File: config.mk
export PLATFORM = sky130hd
export DESIGN_NAME = adc_spi_master
export DESIGN_NICKNAME = d
export VERILOG_FILES = /design/src/rtl/adc_spi_master.sv
export SDC_FILE = /design/constraint.sdc
export NUM_CORES = 1
export LEC_CHECK = 0
export BUFFER_PORTS_ARGS = -buffer_cell sky130_fd_sc_hd__buf_2
export CAP_MARGIN = 20
export CORE_MARGIN = 3
export CORE_UTILIZATION = 53
export CTS_BUF_LIST = sky130_fd_sc_hd__clkbuf_2
export DETAILED_ROUTE_END_ITERATION = 10
export PLACE_DENSITY = 0.76
export SLEW_MARGIN = 30
export SYNTH_ARGS = -nofsm -noshare
export SYNTH_HDL_FRONTEND = slang
export SYNTH_SLANG_ARGS = --single-unit
File: constraint.sdc
create_clock -name Clk -period 1.7 [get_ports Clk]
set_input_delay 0.255 -clock Clk [delete_from_list [all_inputs] [get_ports Clk]]
set_output_delay 0.255 -clock Clk [all_outputs]
set_load 0.01 [all_outputs]
File: src/rtl/adc_spi_master.sv
// SPI mode-0 master for an MCP3202-style 12-bit ADC; SCLK is derived from Clk.
// Optional `ADC_SPI_AVG_EN: publish the truncated mean of every four conversions.
module adc_spi_master #(
    parameter int CLK_DIV = 25,
    parameter int CHANNEL = 0
) (
    input  logic        Clk,
    input  logic        Rst,
    input  logic        En,
    input  logic        MISO,
    output logic        SCLK,
    output logic        CS,
    output logic        MOSI,
    output logic [11:0] Sample,
    output logic        SampleValid,
    output logic        Busy
);
    localparam int CW = $clog2(2 * CLK_DIV) + 1;
    localparam logic [CW-1:0] HALF_LAST = CW'(CLK_DIV - 1);
    localparam logic [CW-1:0] HOLD_LAST = CW'(2 * CLK_DIV - 1);
    localparam logic [CW-1:0] CNT_ONE   = CW'(1);
    localparam logic [4:0]    LAST_BIT  = 5'd16;
    localparam logic [4:0]    DATA_BIT0 = 5'd5;

    typedef enum logic [1:0] {IDLE, SETUP, SHIFT, HOLD} state_t;

    state_t          state_reg;
    logic [CW-1:0]   cnt_reg;
    logic [4:0]      bit_reg;
    logic [1:0]      miso_sync_reg;
    logic [10:0]     shift_reg;
    logic            sclk_reg;
    logic            cs_reg;
    logic            mosi_reg;
    logic [11:0]     sample_reg;
    logic            valid_reg;
    logic            busy_reg;
    logic [31:0]     cmd_word;
    logic [11:0]     result_next;

    // Frame bits 0..3: start, single-ended, channel select, MSB-first; zeros after.
    genvar gi;
    generate
        for (gi = 0; gi < 32; gi++) begin : g_cmd
            if (gi == 2) begin : g_odd
                assign cmd_word[gi] = (CHANNEL != 0);
            end else begin : g_fixed
                assign cmd_word[gi] = (gi < 4);
            end
        end
    endgenerate

    // Bits 5..15 are already shifted in; the final bit arrives on the commit cycle.
    assign result_next = {shift_reg, miso_sync_reg[1]};

`ifdef ADC_SPI_AVG_EN
    logic [13:0] acc_reg;
    logic [1:0]  avg_cnt_reg;
    logic [13:0] acc_sum;

    assign acc_sum = acc_reg + {2'b00, result_next};
`endif

    always_ff @(posedge Clk) begin
        if (Rst) begin
            state_reg     <= IDLE;
            cnt_reg       <= '0;
            bit_reg       <= '0;
            miso_sync_reg <= '0;
            shift_reg     <= '0;
            sclk_reg      <= 1'b0;
            cs_reg        <= 1'b1;
            mosi_reg      <= 1'b0;
            sample_reg    <= '0;
            valid_reg     <= 1'b0;
            busy_reg      <= 1'b0;
`ifdef ADC_SPI_AVG_EN
            acc_reg       <= '0;
            avg_cnt_reg   <= '0;
`endif
        end else begin
            miso_sync_reg <= {miso_sync_reg[0], MISO};
            valid_reg     <= 1'b0;
            case (state_reg)
                IDLE: begin
                    cs_reg   <= 1'b1;
                    sclk_reg <= 1'b0;
                    mosi_reg <= 1'b0;
                    cnt_reg  <= '0;
                    bit_reg  <= '0;
                    if (En) begin
                        state_reg <= SETUP;
                        cs_reg    <= 1'b0;
                        mosi_reg  <= cmd_word[0];
                        busy_reg  <= 1'b1;
                    end
                end
                SETUP: begin
                    if (cnt_reg == HALF_LAST) begin
                        state_reg <= SHIFT;
                        sclk_reg  <= 1'b1;
                        cnt_reg   <= '0;
                    end else begin
                        cnt_reg <= cnt_reg + CNT_ONE;
                    end
                end
                SHIFT: begin
                    if (cnt_reg != HALF_LAST) begin
                        cnt_reg <= cnt_reg + CNT_ONE;
                    end else begin
                        cnt_reg <= '0;
                        if (!sclk_reg) begin
                            sclk_reg <= 1'b1;
                            bit_reg  <= bit_reg + 5'd1;
                        end else if (bit_reg == LAST_BIT) begin
                            state_reg <= HOLD;
                            sclk_reg  <= 1'b0;
                            cs_reg    <= 1'b1;
                            mosi_reg  <= 1'b0;
`ifdef ADC_SPI_AVG_EN
                            avg_cnt_reg <= avg_cnt_reg + 2'd1;
                            if (avg_cnt_reg == 2'd3) begin
                                sample_reg <= acc_sum[13:2];
                                valid_reg  <= 1'b1;
                                acc_reg    <= '0;
                            end else begin
                                acc_reg <= acc_sum;
                            end
`else
                            sample_reg <= result_next;
                            valid_reg  <= 1'b1;
`endif
                        end else begin
                            // Falling edge: sample MISO late in the high half, present next command bit.
                            sclk_reg <= 1'b0;
                            mosi_reg <= cmd_word[bit_reg + 5'd1];
                            if (bit_reg >= DATA_BIT0) begin
                                shift_reg <= result_next[10:0];
                            end
                        end
                    end
                end
                HOLD: begin
                    if (cnt_reg == HOLD_LAST) begin
                        state_reg <= IDLE;
                        busy_reg  <= 1'b0;
                        cnt_reg   <= '0;
                    end else begin
                        cnt_reg <= cnt_reg + CNT_ONE;
                    end
                end
                default: state_reg <= IDLE;
            endcase
        end
    end

    assign SCLK        = sclk_reg;
    assign CS          = cs_reg;
    assign MOSI        = mosi_reg;
    assign Sample      = sample_reg;
    assign SampleValid = valid_reg;
    assign Busy        = busy_reg;

endmodule

==> results.json, run 1 <==
{
  "status": "finished with violations",
  "violations": "negative setup slack",
  "grt_overflow": 0,
  "htreeDepth": 2,
  "die_w_um": 68.0,
  "clk_path_buf_depth": 2,
  "hold_viol": 0,
  "hold-path-endpoint": "miso_sync_reg[0]$_SDFF_PP0_",
  "p_sw_share_pct": 34.0,
  "synth_flop_cell": "dfxtp_1",
  "yosys_warnings": 0,
  "dp_hpwl_mm": 2.70,
  "wl_per_cell_um": 14.1,
  "vias": 1662,
  "first_iter_violations": 120,
  "worst_r2r_endpoint": "state_reg[0]$_SDFFE_PP0P_",
  "cp-start-kind": "flop",
  "p_leak_uw": 0.00110,
  "synth.top_cell.area_share_pct": 43.2,
  "drt_wl_total_mm": 4.31,
  "synth_fp_nets": 226,
  "cts_tree": "done",
  "coreArea_sq_um": 3520,
  "die_area_sq_um": 4630,
  "rsz0062_at_grt": "true",
  "cts.sinks": 44,
  "max_slew_margin_pct": 68.1,
  "yosysSeqAreaShare_pct": 43.2,
  "largest_reg_flops": 12,
  "p_clk_share_pct": 19.4,
  "drive_above_1_share_pct": 31.5,
  "synth.avg_cell_area_sq_um": 9.71,
  "hold_path_class": "in -> reg",
  "grt_pass1_wl_mm": 6.76,
  "p_seq_share_pct": 48.1,
  "async_flop_share_pct": 0,
  "drv_cap": 0,
  "intPower_uw": 1560,
  "syn_to_final_growth_pct": 24.2,
  "setup_ws_ns": -0.0463,
  "synth_top_cell_by_area": "dfxtp_1",
  "reg2regPathDepth": 7,
  "power_frac_comb_pct": 32.5,
  "ir_drop_uv": 606,
  "fin_cells": 306,
  "place_ws_ns": -0.0297,
  "finClkSkew_ns": 0.0131,
  "vias_per_cell": 5.43,
  "place_congestion": 0.790,
  "syn-cell-area_sq_um": 2040,
  "synth_seq_cells": 44,
  "worstSkewPairLatency_ns": 0.42,
  "ios": 21,
  "fp.dieH_um": 68.0,
  "cp_data_arrival_time_ns": 2.11,
  "cp_max_fo": 5,
  "drv_slew": 0,
  "fin_crit_sh_pct": 103,
  "crit_type": "reg -> reg",
  "synth_edf_count": 0,
  "drt_drc_violations_left": 0,
  "layout_min_cycle_time_ns": 1.75,
  "grt_pass1_vias": 1503,
  "cp_data_required_time_ns": 2.06,
  "pwr_density_cell_nw_per_um2": 935,
  "grt_use_total_pct": 19.5,
  "num_rows": 21,
  "antenna_found_initial": 0,
  "setup_violations": 11,
  "synth.distinct_cells": 42,
  "synthTopCellsByArea": "dfxtp_1, mux2i_1, ha_1",
  "initial_core_util_pct": 57.9,
  "synth_most_common_cell": "dfxtp_1",
  "tightest_slew_ns": 0.475,
  "drtPass1Iterations": 5,
  "cts_root_buf": "clkbuf_2",
  "n_fill_cell": 270,
  "synth_commonest_cells": "dfxtp_1, nor2_1, mux2i_1",
  "r2r_slack_ns": -0.05,
  "fmax_mhz": 573,
  "p_sw_uw": 805,
  "cts_made_buffers": 5,
  "diodes": 0,
  "portBuffers": 20,
  "dp.cells": 289,
  "path_clk_slew_ns": 0.23,
  "netlist_instances": 210,
  "end_kind": "flop",
  "hold_depth": 2,
  "hold_buffers": 0,
  "r2r-start": "cnt_reg[1]$_SDFF_PP0_",
  "worstHoldStart": "MISO",
  "grt_max_degree": 28,
  "ant_nets": 0,
  "finalNetCount": 275
}
[worst max path at each step]
stage	from	end	slack, ns	cells past startpoint
after floorplan	cnt_reg[0]$_SDFF_PP0_	shift_reg[0]$_SDFFE_PP0P_	0.06	8
after global placement	state_reg[1]$_SDFFE_PP0P_	bit_reg[3]$_SDFFE_PP0P_	0.03	6
after detailed placement	cnt_reg[1]$_SDFF_PP0_	shift_reg[3]$_SDFFE_PP0P_	-0.03	7
after CTS	cnt_reg[0]$_SDFF_PP0_	state_reg[0]$_SDFFE_PP0P_	0.006	6
after global routing	cnt_reg[1]$_SDFF_PP0_	state_reg[0]$_SDFFE_PP0P_	-0.13	7
final	cnt_reg[1]$_SDFF_PP0_	state_reg[0]$_SDFFE_PP0P_	-0.05	7
[per-layer routing]
metal  global-route usage (%)  vias to the layer above  part of all wire (%)
met5                        0                        -                     0
met4                     8.19                        0                   2.7
met3                     4.93                       15                   4.0
met2                     32.0                       46                    49
met1                     24.2                      788                    45
li1                         -                      813                     -
[kinds of logic after synthesis]
family	synth area share, %
flops	43.2
simple gates	20.7
mux	13.3
fa+ha+maj	7.37
xor+xnor	2.15
compound gates	8.23
buf+inv	5.09
[cells in the final DEF (no fill, tap or decap), drive strengths merged, types with 2 or more instances in the layout]
| master | Yosys | layout |
|---|---|---|
| o21ai | 2 | 2 |
| mux2i | 27 | 27 |
| nand3 | 6 | 6 |
| nor4 | 2 | 2 |
| nor2b | 5 | 5 |
| xnor2 | 3 | 3 |
| a21oi | 5 | 5 |
| nand2b | 15 | 15 |
| inv | 11 | 12 |
| and2 | 2 | 2 |
| ha | 12 | 12 |
| buf | 6 | 52 |
| nor2 | 31 | 31 |
| a31oi | 2 | 2 |
| clkbuf | 4 | 5 |
| dfxtp | 44 | 44 |
| nor3 | 2 | 2 |
| xor2 | 2 | 2 |
| nand2 | 6 | 6 |
| a211oi | 5 | 5 |
| nand4 | 2 | 2 |
[layout make-up]
class                   count  area [sq um]  share of cell area (%)
multi-input cells         145          1140                    45.1
flip-flops and latches     44           885                    34.9
repair buffers             52           359                    14.2
well taps                  46          57.6                    2.27
inverters                  11          43.8                    1.73
clock buffers               5          25.0                   0.988
clock inverters             3          21.3                   0.840
[timing repair]
item                       4_1_cts  5_1_grt
resized for setup               11       17
hold endpoints to repair         0        0
setup endpoints to repair       15       34
pin swaps                        4        7
buffers inserted                 7        3
[metrics by stage]
| step | area (sq um) | hold WS (ns) | util, % | power [uW] | TNS, ns |
|---|---|---|---|---|---|
| floorplan | 2040 | 0.383 | - | 1560 | 0 |
| global placement | 2310 | 0.423 | 65.5 | 1770 | 0 |
| detailed placement | 2310 | 0.440 | 65.5 | 1770 | -0.170 |
| CTS | 2440 | 0.0300 | 69.3 | 2290 | 0 |
| global route | 2530 | 0.0173 | 71.9 | 2510 | -2.28 |
| finish | 2530 | 0.0371 | 71.9 | 2370 | -0.213 |
[critical path, cell delays in order, from the launching register on]
cell      delay, ns
dfxtp_2        0.38
inv_4          0.07
ha_4           0.12
and4b_2        0.30
buf_4          0.15
a21oi_2        0.06
a2111o_1       0.42
a211oi_2       0.19
[power by group through the flow]
stage | Combinational [uW] | Clock, uW | Sequential [uW]
floorplan | 394 | 0 | 1160
global placement | 620 | 0 | 1150
detailed placement | 626 | 0 | 1150
CTS | 684 | 473 | 1130
global route | 834 | 521 | 1150
finish | 769 | 460 | 1140
Note: power is estimated with default switching activity, not from simulation.
==> run 2, diff against run 1 <==
--- a/config.mk
+++ b/config.mk
@@ -12,7 +12,7 @@
 export CTS_BUF_LIST = sky130_fd_sc_hd__clkbuf_2
 export DETAILED_ROUTE_END_ITERATION = 10
 export PLACE_DENSITY = 0.76
-export SLEW_MARGIN = 30
+export REMOVE_ABC_BUFFERS = 1
 export SYNTH_ARGS = -nofsm -noshare
 export SYNTH_HDL_FRONTEND = slang
 export SYNTH_SLANG_ARGS = --single-unit
==> run 2 against run 1 <==
The flow still finishes with violations (negative setup slack). Register-to-register slack is essentially flat. Setup slack lost 0.0030 ns. Cell count shrank 1.3%. Die area is the same. Power grew 7.3%. Worst hold slack lost 0.015 ns. Clock skew shrank 0.0040 ns. Global-route usage grew 0.15 points. Clock-buffer cell count is the same. Highest routed layer unchanged.
==> results.json, run 2 (synthesis gave the netlist of run 1 again) <==
{
  "status": "finished with violations",
  "violations": "negative setup slack",
  "layout_common_cells": "dfxtp_1, nor2_1, mux2i_1",
  "cts.sinks": 44,
  "hold_viol": 0,
  "cp-start-kind": "flop",
  "wl_per_cell_um": 15.0,
  "grt_overflow": 0,
  "diodes": 0,
  "n_fill_cell": 248,
  "ir_drop_uv": 685,
  "drt_drc_violations_left": 0,
  "final_common_cell": "dfxtp_1",
  "setup_ws_ns": -0.0493,
  "vias_per_cell": 5.31,
  "max_slew_margin_pct": 66.7,
  "htreeDepth": 2,
  "worstSkewPairLatency_ns": 0.44,
  "fin_cells": 302,
  "layout_min_cycle_time_ns": 1.75,
  "rsz0062_at_grt": "true",
  "cp_data_required_time_ns": 2.09,
  "path_clk_slew_ns": 0.23,
  "fp.dieH_um": 68.0,
  "grt_max_degree": 27,
  "die_w_um": 68.0,
  "portBuffers": 20,
  "vias": 1605,
  "cp_data_arrival_time_ns": 2.14,
  "hold_path_class": "in -> reg",
  "die_area_sq_um": 4630,
  "pwr_density_cell_nw_per_um2": 983,
  "setup_violations": 17,
  "tns_ns": -0.278,
  "grtUsageMet1_pct": 26.4,
  "finClkSkew_ns": 0.00910,
  "final-seq-area_sq_um": 885,
  "drt_wl_total_mm": 4.52,
  "finalNetCount": 271,
  "drv_cap": 0,
  "initial_core_util_pct": 57.9,
  "grt_busiest_layer": "met2",
  "dp.cells": 289,
  "largest_reg_flops": 12,
  "fmax_mhz": 572,
  "coreArea_sq_um": 3520,
  "crit_type": "reg -> reg",
  "drive_above_1_share_pct": 29.7,
  "multiInputGateArea_sq_um": 1150,
  "end_kind": "flop",
  "grt_use_total_pct": 19.6,
  "drtPass1Iterations": 5,
  "met2_usage_pct": 30.2,
  "ant_nets": 0,
  "syn_to_final_growth_pct": 26.9,
  "grt_pass1_vias": 1457,
  "antenna_found_initial": 0,
  "clk_path_buf_depth": 2,
  "ios": 21,
  "grt.met3_usage_pct": 4.11,
  "grt_pass1_wl_mm": 6.81,
  "dp_hpwl_mm": 2.70,
  "place_congestion": 0.838,
  "num_rows": 21,
  "cp_max_fo": 11,
  "cts_tree": "done",
  "p_leak_uw": 0.00109,
  "first_iter_violations": 132,
  "tightest_slew_ns": 0.500,
  "cts_made_buffers": 5,
  "fin_crit_sh_pct": 103,
  "cts_root_buf": "clkbuf_2",
  "drv_slew": 0
}
[run 2: layer usage]
| layer | vias to the layer above | wire, um |
|---|---|---|
| li1 | 805 | - |
| met4 | 0 | 145 |
| met2 | 40 | 2110 |
| met5 | - | 0 |
| met1 | 744 | 2060 |
| met3 | 16 | 196 |
[run 2: final timing paths]
| check | start | to | slack, ns | depth (start not counted) |
|---|---|---|---|---|
| hold / removal | MISO | miso_sync_reg[0]$_SDFF_PP0_ | 0.02 | 2 |
| setup reg to reg | cnt_reg[0]$_SDFF_PP0_ | shift_reg[10]$_SDFFE_PP0P_ | -0.05 | 7 |
| hold reg to reg | miso_sync_reg[0]$_SDFF_PP0_ | miso_sync_reg[1]$_SDFF_PP0_ | 0.47 | 1 |
| setup / recovery | cnt_reg[0]$_SDFF_PP0_ | shift_reg[10]$_SDFFE_PP0P_ | -0.05 | 7 |
[run 2: critical path, cell delays in order, from the launching register on]
cell and delay [ns]:
dfxtp_2 0.38, inv_2 0.07, ha_4 0.12, and4b_2 0.32, nand4_4 0.15, a211oi_4 0.26
buf_12 0.19, mux2i_1 0.21
[run 2: report_power, final]
group | internal, uW | total, uW | switching [uW]
clock network | 253 | 626 | 373
logic | 373 | 782 | 409
registers | 1090 | 1130 | 41.7
[run 2: final cells by class]
class	count	share of cell area [%]
clock buffer	5	0.968
timing repair buffer	48	14.6
inverter	11	1.60
tap	46	2.23
multi-input combinational	145	44.7
clock inverter	3	1.79
sequential	44	34.2
[run 2: what timing repair did]
action / in CTS / in global routing
setup buffers: 2 / 2
hold buffers: 0 / 0
gates resized for setup: 5 / 22
cloned: 0 / 1
endpoints found under the setup margin: 16 / 38
pin swaps: 1 / 5
[run 2: through the flow]
step / total power [uW] / setup slack [ns] / util, % / hold WS [ns] / cell area [sq um]
final: 2540 / -0.0493 / 73.5 / 0.0219 / 2590
after global routing: 2670 / -0.125 / 73.5 / 0.0249 / 2590
after CTS: 2420 / 0.000401 / 69.4 / 0.0532 / 2440
after detailed placement: 1800 / -0.0583 / 66.6 / 0.447 / 2340
after global placement: 1790 / 0.00587 / 66.6 / 0.423 / 2340
after floorplan: 1550 / -0.347 / - / 0.324 / 1980
